[config.mk]
export PLATFORM = sky130hd
export DESIGN_NAME = uart_rx_param_flat
export DESIGN_NICKNAME = d
export VERILOG_FILES = /design/src/rtl/uart_rx_param_if.sv /design/src/rtl/uart_rx_param.sv /design/src/flat_wrapper.sv
export SDC_FILE = /design/constraint.sdc
export NUM_CORES = 1
export LEC_CHECK = 0
export CORE_MARGIN = 10
export CORE_UTILIZATION = 50
export CTS_CLUSTER_SIZE = 8
export DETAILED_ROUTE_END_ITERATION = 12
export PLACE_DENSITY = 0.74
export SETUP_SLACK_MARGIN = 0.2
export SLEW_MARGIN = 20
export SYNTH_ARGS = -nofsm -noshare
export SYNTH_HDL_FRONTEND = slang
export SYNTH_SLANG_ARGS = --single-unit
[constraint.sdc]
create_clock -name clk -period 1.8 [get_ports clk]
set_clock_uncertainty 0.2 [all_clocks]
set_input_delay 0.27 -clock clk [delete_from_list [all_inputs] [get_ports clk]]
set_output_delay 0.27 -clock clk [all_outputs]
set_load 0.05 [all_outputs]
[src/rtl/uart_rx_param_if.sv]
// Receiver-side bundle: serial line, consumer handshake and received word/flags.
// master = the receiver, slave = the line driver / byte consumer.
`timescale 1ns/1ps
interface uart_rx_param_if #(
    parameter int DATA_BITS = 8
);
    logic                 rx;
    logic                 ready_clr;
    logic                 ready;
    logic [DATA_BITS-1:0] data_out;
    logic                 frame_err;
    logic                 parity_err;
    logic                 overrun;

    modport master (
        input  rx, ready_clr,
        output ready, data_out, frame_err, parity_err, overrun
    );

    modport slave (
        output rx, ready_clr,
        input  ready, data_out, frame_err, parity_err, overrun
    );
endinterface

[src/rtl/uart_rx_param.sv]
// Parametrised UART receiver: configurable data width and stop-bit count,
// false-start rejection, framing-error and overrun flags.
// Optional parity check is built when UART_RX_PARITY_EN is defined;
// without it parity_err is tied low and PARITY_ODD has no effect.
`timescale 1ns/1ps
module uart_rx_param #(
    parameter int CLOCKS_PER_PULSE = 16,
    parameter int DATA_BITS        = 8,
    parameter int STOP_BITS        = 1,
    parameter int PARITY_ODD       = 0
) (
    input  logic clk,
    input  logic rstn,
    uart_rx_param_if.master bus
);
    localparam int CW = $clog2(CLOCKS_PER_PULSE);
    localparam int DW = $clog2(DATA_BITS + 1);

    localparam logic [CW-1:0] HALF_LAST = CW'(CLOCKS_PER_PULSE / 2 - 1);
    localparam logic [CW-1:0] BIT_LAST  = CW'(CLOCKS_PER_PULSE - 1);
    localparam logic [DW-1:0] DATA_LAST = DW'(DATA_BITS - 1);
    localparam logic [DW-1:0] STOP_LAST = DW'(STOP_BITS - 1);

    // Reject configurations the counters and framing cannot represent.
    if (CLOCKS_PER_PULSE < 4 || (CLOCKS_PER_PULSE % 2) != 0 ||
        DATA_BITS < 5 || DATA_BITS > 9 ||
        STOP_BITS < 1 || STOP_BITS > 2 ||
        PARITY_ODD < 0 || PARITY_ODD > 1) begin : g_bad_cfg
        $error("uart_rx_param: unsupported parameter combination");
    end

`ifdef UART_RX_PARITY_EN
    typedef enum logic [2:0] {IDLE, START, DATA, PARITY, STOP} state_t;
    localparam logic PODD = (PARITY_ODD != 0);
`else
    typedef enum logic [2:0] {IDLE, START, DATA, STOP} state_t;
`endif

    state_t               state;
    logic                 rx_q1, rx_s;
    logic [CW-1:0]        bit_cnt;
    logic [DW-1:0]        data_cnt;   // data bit index, reused as stop bit index
    logic [DATA_BITS-1:0] shreg;
    logic                 fe_acc;     // low stop sample seen before the last one
    logic                 ready_q, ferr_q, ovr_q;
    logic [DATA_BITS-1:0] data_q;
`ifdef UART_RX_PARITY_EN
    logic                 par_bit, perr_q;
`endif

    assign bus.ready     = ready_q;
    assign bus.data_out  = data_q;
    assign bus.frame_err = ferr_q;
    assign bus.overrun   = ovr_q;
`ifdef UART_RX_PARITY_EN
    assign bus.parity_err = perr_q;
`else
    assign bus.parity_err = 1'b0;
`endif

    // Two-flop synchroniser; resets to idle-high so a reset never looks like a start edge.
    always_ff @(posedge clk or negedge rstn) begin
        if (!rstn) begin
            rx_q1 <= 1'b1;
            rx_s  <= 1'b1;
        end else begin
            rx_q1 <= bus.rx;
            rx_s  <= rx_q1;
        end
    end

    // Frame FSM with registered outputs; a commit in the same cycle as ready_clr wins.
    always_ff @(posedge clk or negedge rstn) begin
        if (!rstn) begin
            state    <= IDLE;
            bit_cnt  <= '0;
            data_cnt <= '0;
            shreg    <= '0;
            fe_acc   <= 1'b0;
            ready_q  <= 1'b0;
            data_q   <= '0;
            ferr_q   <= 1'b0;
            ovr_q    <= 1'b0;
`ifdef UART_RX_PARITY_EN
            par_bit  <= 1'b0;
            perr_q   <= 1'b0;
`endif
        end else begin
            if (bus.ready_clr) begin
                ready_q <= 1'b0;
                ovr_q   <= 1'b0;
            end
            case (state)
                IDLE: begin
                    if (!rx_s) begin
                        bit_cnt <= '0;
                        state   <= START;
                    end
                end
                START: begin
                    if (bit_cnt == HALF_LAST) begin
                        bit_cnt <= '0;
                        if (rx_s) begin
                            state <= IDLE;       // line went back high: glitch, not a start bit
                        end else begin
                            state    <= DATA;
                            data_cnt <= '0;
                            fe_acc   <= 1'b0;
                        end
                    end else begin
                        bit_cnt <= bit_cnt + 1'b1;
                    end
                end
                DATA: begin
                    if (bit_cnt == BIT_LAST) begin
                        bit_cnt <= '0;
                        // LSB first: after DATA_BITS shifts the first bit sits at bit 0.
                        shreg   <= {rx_s, shreg[DATA_BITS-1:1]};
                        if (data_cnt == DATA_LAST) begin
                            data_cnt <= '0;
`ifdef UART_RX_PARITY_EN
                            state    <= PARITY;
`else
                            state    <= STOP;
`endif
                        end else begin
                            data_cnt <= data_cnt + 1'b1;
                        end
                    end else begin
                        bit_cnt <= bit_cnt + 1'b1;
                    end
                end
`ifdef UART_RX_PARITY_EN
                PARITY: begin
                    if (bit_cnt == BIT_LAST) begin
                        bit_cnt  <= '0;
                        par_bit  <= rx_s;
                        data_cnt <= '0;
                        state    <= STOP;
                    end else begin
                        bit_cnt <= bit_cnt + 1'b1;
                    end
                end
`endif
                STOP: begin
                    if (bit_cnt == BIT_LAST) begin
                        bit_cnt <= '0;
                        if (data_cnt == STOP_LAST) begin
                            // Commit even on a framing error; leave half a bit early to resync.
                            data_q   <= shreg;
                            ready_q  <= 1'b1;
                            ferr_q   <= fe_acc | ~rx_s;
`ifdef UART_RX_PARITY_EN
                            perr_q   <= (^shreg) ^ PODD ^ par_bit;
`endif
                            if (ready_q && !bus.ready_clr) ovr_q <= 1'b1;
                            data_cnt <= '0;
                            state    <= IDLE;
                        end else begin
                            fe_acc   <= fe_acc | ~rx_s;
                            data_cnt <= data_cnt + 1'b1;
                        end
                    end else begin
                        bit_cnt <= bit_cnt + 1'b1;
                    end
                end
                default: state <= IDLE;
            endcase
        end
    end
endmodule

[src/flat_wrapper.sv]
// flat-port wrapper written by rule: the top's interface ports become plain ports
module uart_rx_param_flat 
#(
    parameter int CLOCKS_PER_PULSE = 16,
    parameter int DATA_BITS        = 8,
    parameter int STOP_BITS        = 1,
    parameter int PARITY_ODD       = 0
)
  (clk, rstn, bus_rx, bus_ready_clr, bus_ready, bus_data_out, bus_frame_err, bus_parity_err, bus_overrun);
  uart_rx_param_if #(.DATA_BITS(DATA_BITS)) bus_i ();
  input  logic clk;
  input  logic rstn;
  input wire logic [$bits(bus_i.rx)-1:0] bus_rx;
  input wire logic [$bits(bus_i.ready_clr)-1:0] bus_ready_clr;
  output wire logic [$bits(bus_i.ready)-1:0] bus_ready;
  output wire logic [$bits(bus_i.data_out)-1:0] bus_data_out;
  output wire logic [$bits(bus_i.frame_err)-1:0] bus_frame_err;
  output wire logic [$bits(bus_i.parity_err)-1:0] bus_parity_err;
  output wire logic [$bits(bus_i.overrun)-1:0] bus_overrun;
  assign bus_i.rx = bus_rx;
  assign bus_i.ready_clr = bus_ready_clr;
  assign bus_ready = bus_i.ready;
  assign bus_data_out = bus_i.data_out;
  assign bus_frame_err = bus_i.frame_err;
  assign bus_parity_err = bus_i.parity_err;
  assign bus_overrun = bus_i.overrun;
  uart_rx_param #(.CLOCKS_PER_PULSE(CLOCKS_PER_PULSE), .DATA_BITS(DATA_BITS), .STOP_BITS(STOP_BITS), .PARITY_ODD(PARITY_ODD)) u_core (.clk(clk), .rstn(rstn), .bus(bus_i));
endmodule
## Word level (Yosys, flattened, before mapping)

Index checks and enable logic that the tools add are counted.

- Register bits after elaboration: 33
- Bits of input ports: 4
- Output and inout bits: 12
- Word-level logic and storage cells: 75

- Add/sub/neg operators: 2
- Equal/unequal tests: 14
- Mux-type cells: 32
- Bitwise operators: 2
- Reductions and logical operators: 14

Operator list:

| kind | count |
|---|---|
| 2-to-1 mux 4 bit | 8 |
| one-hot mux 4 bit (3 select lines) | 2 |
| 2-to-1 mux 3 bit | 6 |
| 2-to-1 mux 1 bit | 13 |
| one-hot mux 3 bit (4 select lines) | 1 |
| != test 2 x 1 -> 1 bit, second input constant | 5 |
| AND reduction 5 bit | 2 |
| adder 4 x 1 -> 4 bit, second input constant | 2 |
| equality test 4 x 3 -> 1 bit, second input constant | 2 |
| equality test 3 x 2 -> 1 bit, second input constant | 2 |
| != test 2 bit, second input constant | 3 |
| AND reduction 6 bit | 1 |
| nonzero test 3 bit | 2 |
| equality test 4 bit, second input constant | 1 |
| logical NOT 4 bit | 1 |
| AND reduction 2 bit | 2 |
| equality test 3 x 1 -> 1 bit, second input constant | 1 |
| logical NOT 3 bit | 1 |
| AND reduction 3 bit | 1 |
| 2-to-1 mux 2 bit | 1 |
| one-hot mux 1 bit (2 select lines) | 1 |
| nonzero test 2 bit | 1 |
| OR reduction 2 bit | 1 |
| logical AND 1 bit | 1 |
| 3 further kinds | 3 |

## Depth between registers and ports, before layout

- Depth after elaboration: 6
- Depth in mapped cells: 5

## Least setup slack after synthesis

OpenSTA, ideal clock, no wires.

- Kind: register to register
- From: register u_core.bit_cnt[0]
- To: register u_core.data_q[0] (netlist: u_core.bus.data_out[0])
- Data arrival time: 1.511 ns
- Data required time: 1.475 ns
- Setup slack: -0.036 ns
- Stages on the path, launching flop included: 6
- Path buffers: 1
- Cells stage by stage: dfrtp_1 ha_1 buf_2 nand4_2 nor2_2 mux2_2

- Word-level cells in the longest chain between the ends: 2

RTL lines:

| element | RTL line | source |
|---|---|---|
| start, declared | uart_rx_param.sv:41 | `logic [CW-1:0] bit_cnt;` |
| start signal, assigned | uart_rx_param.sv:111 | `bit_cnt <= bit_cnt + 1'b1;` |
| start signal, assigned | uart_rx_param.sv:130 | `bit_cnt <= bit_cnt + 1'b1;` |
| start signal, assigned | uart_rx_param.sv:164 | `bit_cnt <= bit_cnt + 1'b1;` |
| equality test 4 bit | uart_rx_param.sv:146 | `if (bit_cnt == BIT_LAST) begin` |
| AND reduction 3 bit (no line) | n/a |  |
| end signal, assigned | uart_rx_param.sv:150 | `data_q <= shreg;` |
| end, declared | uart_rx_param.sv:46 | `logic [DATA_BITS-1:0] data_q;` |

Every way passes these cells.
A chain may end at the register's enable or synchronous reset.

## Final worst setup path

- From: register u_core.data_cnt[1]
- To: register u_core.data_cnt[0]

- Word-level cells in the longest chain between the ends: 4
- Elaborated cells between the ends (all ways): 7
- Classes of those cells: eq/ne: 1; mux: 5; reduce/logical: 1

RTL lines:

| element | RTL line | source |
|---|---|---|
| start, declared | uart_rx_param.sv:42 | `logic [DW-1:0] data_cnt;` |
| start signal, assigned | uart_rx_param.sv:127 | `data_cnt <= data_cnt + 1'b1;` |
| start signal, assigned | uart_rx_param.sv:161 | `data_cnt <= data_cnt + 1'b1;` |
| equality test 4 x 3 -> 1 bit / logical NOT 4 bit (equally long branches) | uart_rx_param.sv:119, uart_rx_param.sv:148 |  |
| 2-to-1 mux 4 bit, on equally long branches | uart_rx_param.sv:119, uart_rx_param.sv:148 |  |
| 2-to-1 mux 4 bit, on equally long branches | uart_rx_param.sv:115, uart_rx_param.sv:146 |  |
| one-hot mux 4 bit (3 select lines) (*) | uart_rx_param.sv:93 | `case (state)` |

Every way passes the cells marked *; elsewhere a longest branch is shown, timed or not. The select of a mux whose other input is x is not followed.

==> impl_metrics.env <==
export IMPL_whs_ps=70.2
export IMPL_criticalPathCategory="register to register"
export IMPL_ff2ff_path_depth=5
export IMPL_syn_inst=127
export IMPL_routed_wl_um=3860
export IMPL_cts_tree="done"
export IMPL_cts_buffer_depth=2
export IMPL_dp_hpwl_um=2110
export IMPL_ios=16
export IMPL_gr_usage_met3_pct=5.60
export IMPL_grt_pass1_wl_um=5890
export IMPL_swShare_pct=35.4
export IMPL_synth_area_leaders="dfrtp_1 (48%), mux2_2 (13%), dfstp_2 (3.4%)"
export IMPL_netlist_area_mm2=0.00156
export IMPL_ys_types=48
export IMPL_avgRoutedWirePerCell_um=19.3
export IMPL_fin_crit_ps=1830
export IMPL_p_comb_share_pct=43.6
export IMPL_vdd_drop_max_mv=0.647
export IMPL_numClockSinks=32
export IMPL_syn_num_nets=134
export IMPL_hp_class="input pin to asynchronous set/reset pin"
export IMPL_synth_common_cells="dfrtp_1 (30), mux2_2 (18), nor2_1 (8)"
export IMPL_grt_pass1_vias=1164
export IMPL_reg2reg_from="u_core.data_cnt[1]"
export IMPL_clk_latency_ps=350
export IMPL_die_w_um=75.8
export IMPL_synth_edf_count=0
export IMPL_dr_pass1_iters=4
export IMPL_ys_async_sr_fraction_pct=100
export IMPL_avgSynthCellArea_um2=12.2
export IMPL_portBuffers=14
export IMPL_final_setup_tns_ps=-32.1
export IMPL_dieArea_mm2=0.00574
export IMPL_cts_max_level=2
export IMPL_pwr_share_seq_pct=37.0
export IMPL_cts_root_buf="clkbuf_4"
export IMPL_crit_required_ps=1880
export IMPL_maxCapViolCount=0
export IMPL_vias=1179
export IMPL_synthFlopType="dfrtp_1"
export IMPL_total_power_mw=2.83
export IMPL_grtUsageMet2_pct=20.8
export IMPL_synth_top_cell_by_area="dfrtp_1"
export IMPL_violations="negative setup slack"
export IMPL_drv_slew=0
export IMPL_yosysSeqAreaShare_pct=51.6
export IMPL_clkPwrFrac_pct=19.4
export IMPL_r2r_end="u_core.data_cnt[0]"
export IMPL_cp_max_fo=3
export IMPL_synth_yosys_warnings=0
export IMPL_powerDensity_mw_per_mm2=1290
export IMPL_outcome="finished with violations"
export IMPL_clk_pin_slew_worst_paths_ps=110
export IMPL_route_detailed_drc=0
export IMPL_grt_busiest_layer="met2"
export IMPL_cts_made_buffers=5
export IMPL_synth_top_area_share_pct=48.3
export IMPL_core_area_mm2=0.00300
export IMPL_antenna_found_initial=0
export IMPL_tightest_slew_ps=544
export IMPL_overflow=0
export IMPL_ys_ff_latch=32
export IMPL_diodes=0
export IMPL_max_slew_margin_rel_pct=63.2
export IMPL_final_cell_area_mm2=0.00220
export IMPL_grt_start_max_net_pins=33
export IMPL_reg2reg_slack_ps=-30
export IMPL_nNetsFinal=173
export IMPL_switching_power_mw=1.00
export IMPL_rows=20
export IMPL_crit_path_end_kind="register"
export IMPL_synth_most_common_cell="dfrtp_1"
export IMPL_ctsHoldBuffers=0
export IMPL_final_antenna_net_count=0
export IMPL_timing_final_ws_setup_ps=-32.1
export IMPL_post_route_period_util_pct=102
export IMPL_critPathLaunchType="register"
export IMPL_initial_core_util_pct=51.8
export IMPL_setup_violations=1
export IMPL_grt_use_met1_pct=16.7
export IMPL_hold_viol=0
export IMPL_p_leak_nw=0.983
export IMPL_rsz0062_at_grt="yes"
export IMPL_die_h_um=75.8
export IMPL_area_growth_synth_to_final_pct=41.8
export IMPL_gp_congestion=0.810
export IMPL_intPower_mw=1.83
export IMPL_dpl_cell_area_mm2=0.00182
export IMPL_grt_usage_pct=13.7
export IMPL_crit_arrival_ps=1910
export IMPL_fmax_mhz=546
export IMPL_drtIter0Drc=29
export IMPL_layout_drive_gt1_share_pct=56.9
export IMPL_vias_per_cell=5.90
## worst max path at each step
| stage | from | end | slack [ps] | cells past startpoint |
|---|---|---|---|---|
| floorplan | u_core.rx_s | u_core.data_cnt[2] | 50 | 4 |
| global placement | u_core.data_cnt[0] | u_core.bus.data_out[6] | 20 | 5 |
| detailed placement | u_core.data_cnt[0] | u_core.bus.data_out[4] | -30 | 5 |
| CTS | u_core.data_cnt[0] | u_core.data_cnt[0] | -4 | 5 |
| global route | u_core.data_cnt[1] | u_core.data_cnt[0] | -90 | 5 |
| finish | u_core.data_cnt[1] | u_core.data_cnt[0] | -30 | 5 |
## through the flow
stage	instances	util, %	worst slack, ps
finish	200	73.4	-32.1
global placement	178	60.6	23.0
detailed placement	178	60.6	-32.8
floorplan	127	-	46.0
global route	200	73.4	-89.0
CTS	193	68.8	-3.67
## cells in the final DEF, fill, tap and decap left out, types with 4 or more instances in the layout
cell type  netlist  layout
nor2_1           8       8
nand2_1          5       4
dfrtp_1         30      27
clkbuf_4         0       5
buf_4            1      27
mux2_4           0      18
buf_6            1       8
## power by group through the flow
stage,registers [mW],clock network (mW),logic [mW]
finish,1.05,0.549,1.23
global route,1.07,0.594,1.34
CTS,1.02,0.554,0.993
detailed placement,1.01,0,0.826
global placement,1.00,0,0.795
floorplan,0.979,0,0.651
## state kept, by name, summed over array words and instances, names as in the netlist
name / cells
u_core.state: 2
u_core.shreg: 8
u_core.fe_acc: 1
u_core.rx_q1: 1
u_core.bus.frame_err: 1
u_core.data_cnt: 4
u_core.bus.data_out: 8
u_core.bus.ready: 1
u_core.bit_cnt: 4
u_core.rx_s: 1
u_core.bus.overrun: 1
## cell type report
type                       count  area [µm²]
tap                           33        41.3
clock inverter                 2        35.0
multi-input combinational     84         922
sequential                    32         807
inverter                       4        15.0
clock buffer                   6        41.3
timing repair buffer          39         343
fill                         190         798
## layer usage
metal	part of all wire [%]	vias to the layer above	routed length (µm)
li1	-	534	-
met4	1.4	0	55
met3	5.2	6	201
met2	51	21	1980
met5	0	-	0
met1	42	618	1620
## kinds of logic after synthesis
group,share of synthesized area [%]
other cells,0.241
flops,51.6
buf+inv,4.02
xor+xnor,0.563
mux,15.0
compound gates,11.4
fa+ha+maj,2.41
simple gates,14.7
## worst max-delay path, cell delays in order (launching register included)
cell,delay [ps]
dfrtp_1,420
inv_2,80
ha_4,180
and4bb_2,240
or4b_4,510
mux2i_1,140
## timing repair
item	in CTS	in global routing
buffers inserted	6	7
gates cloned	1	0
pin swaps	8	9
endpoints found under the setup margin	27	27
resized for setup	26	21
(Power assumes the default switching activity.)
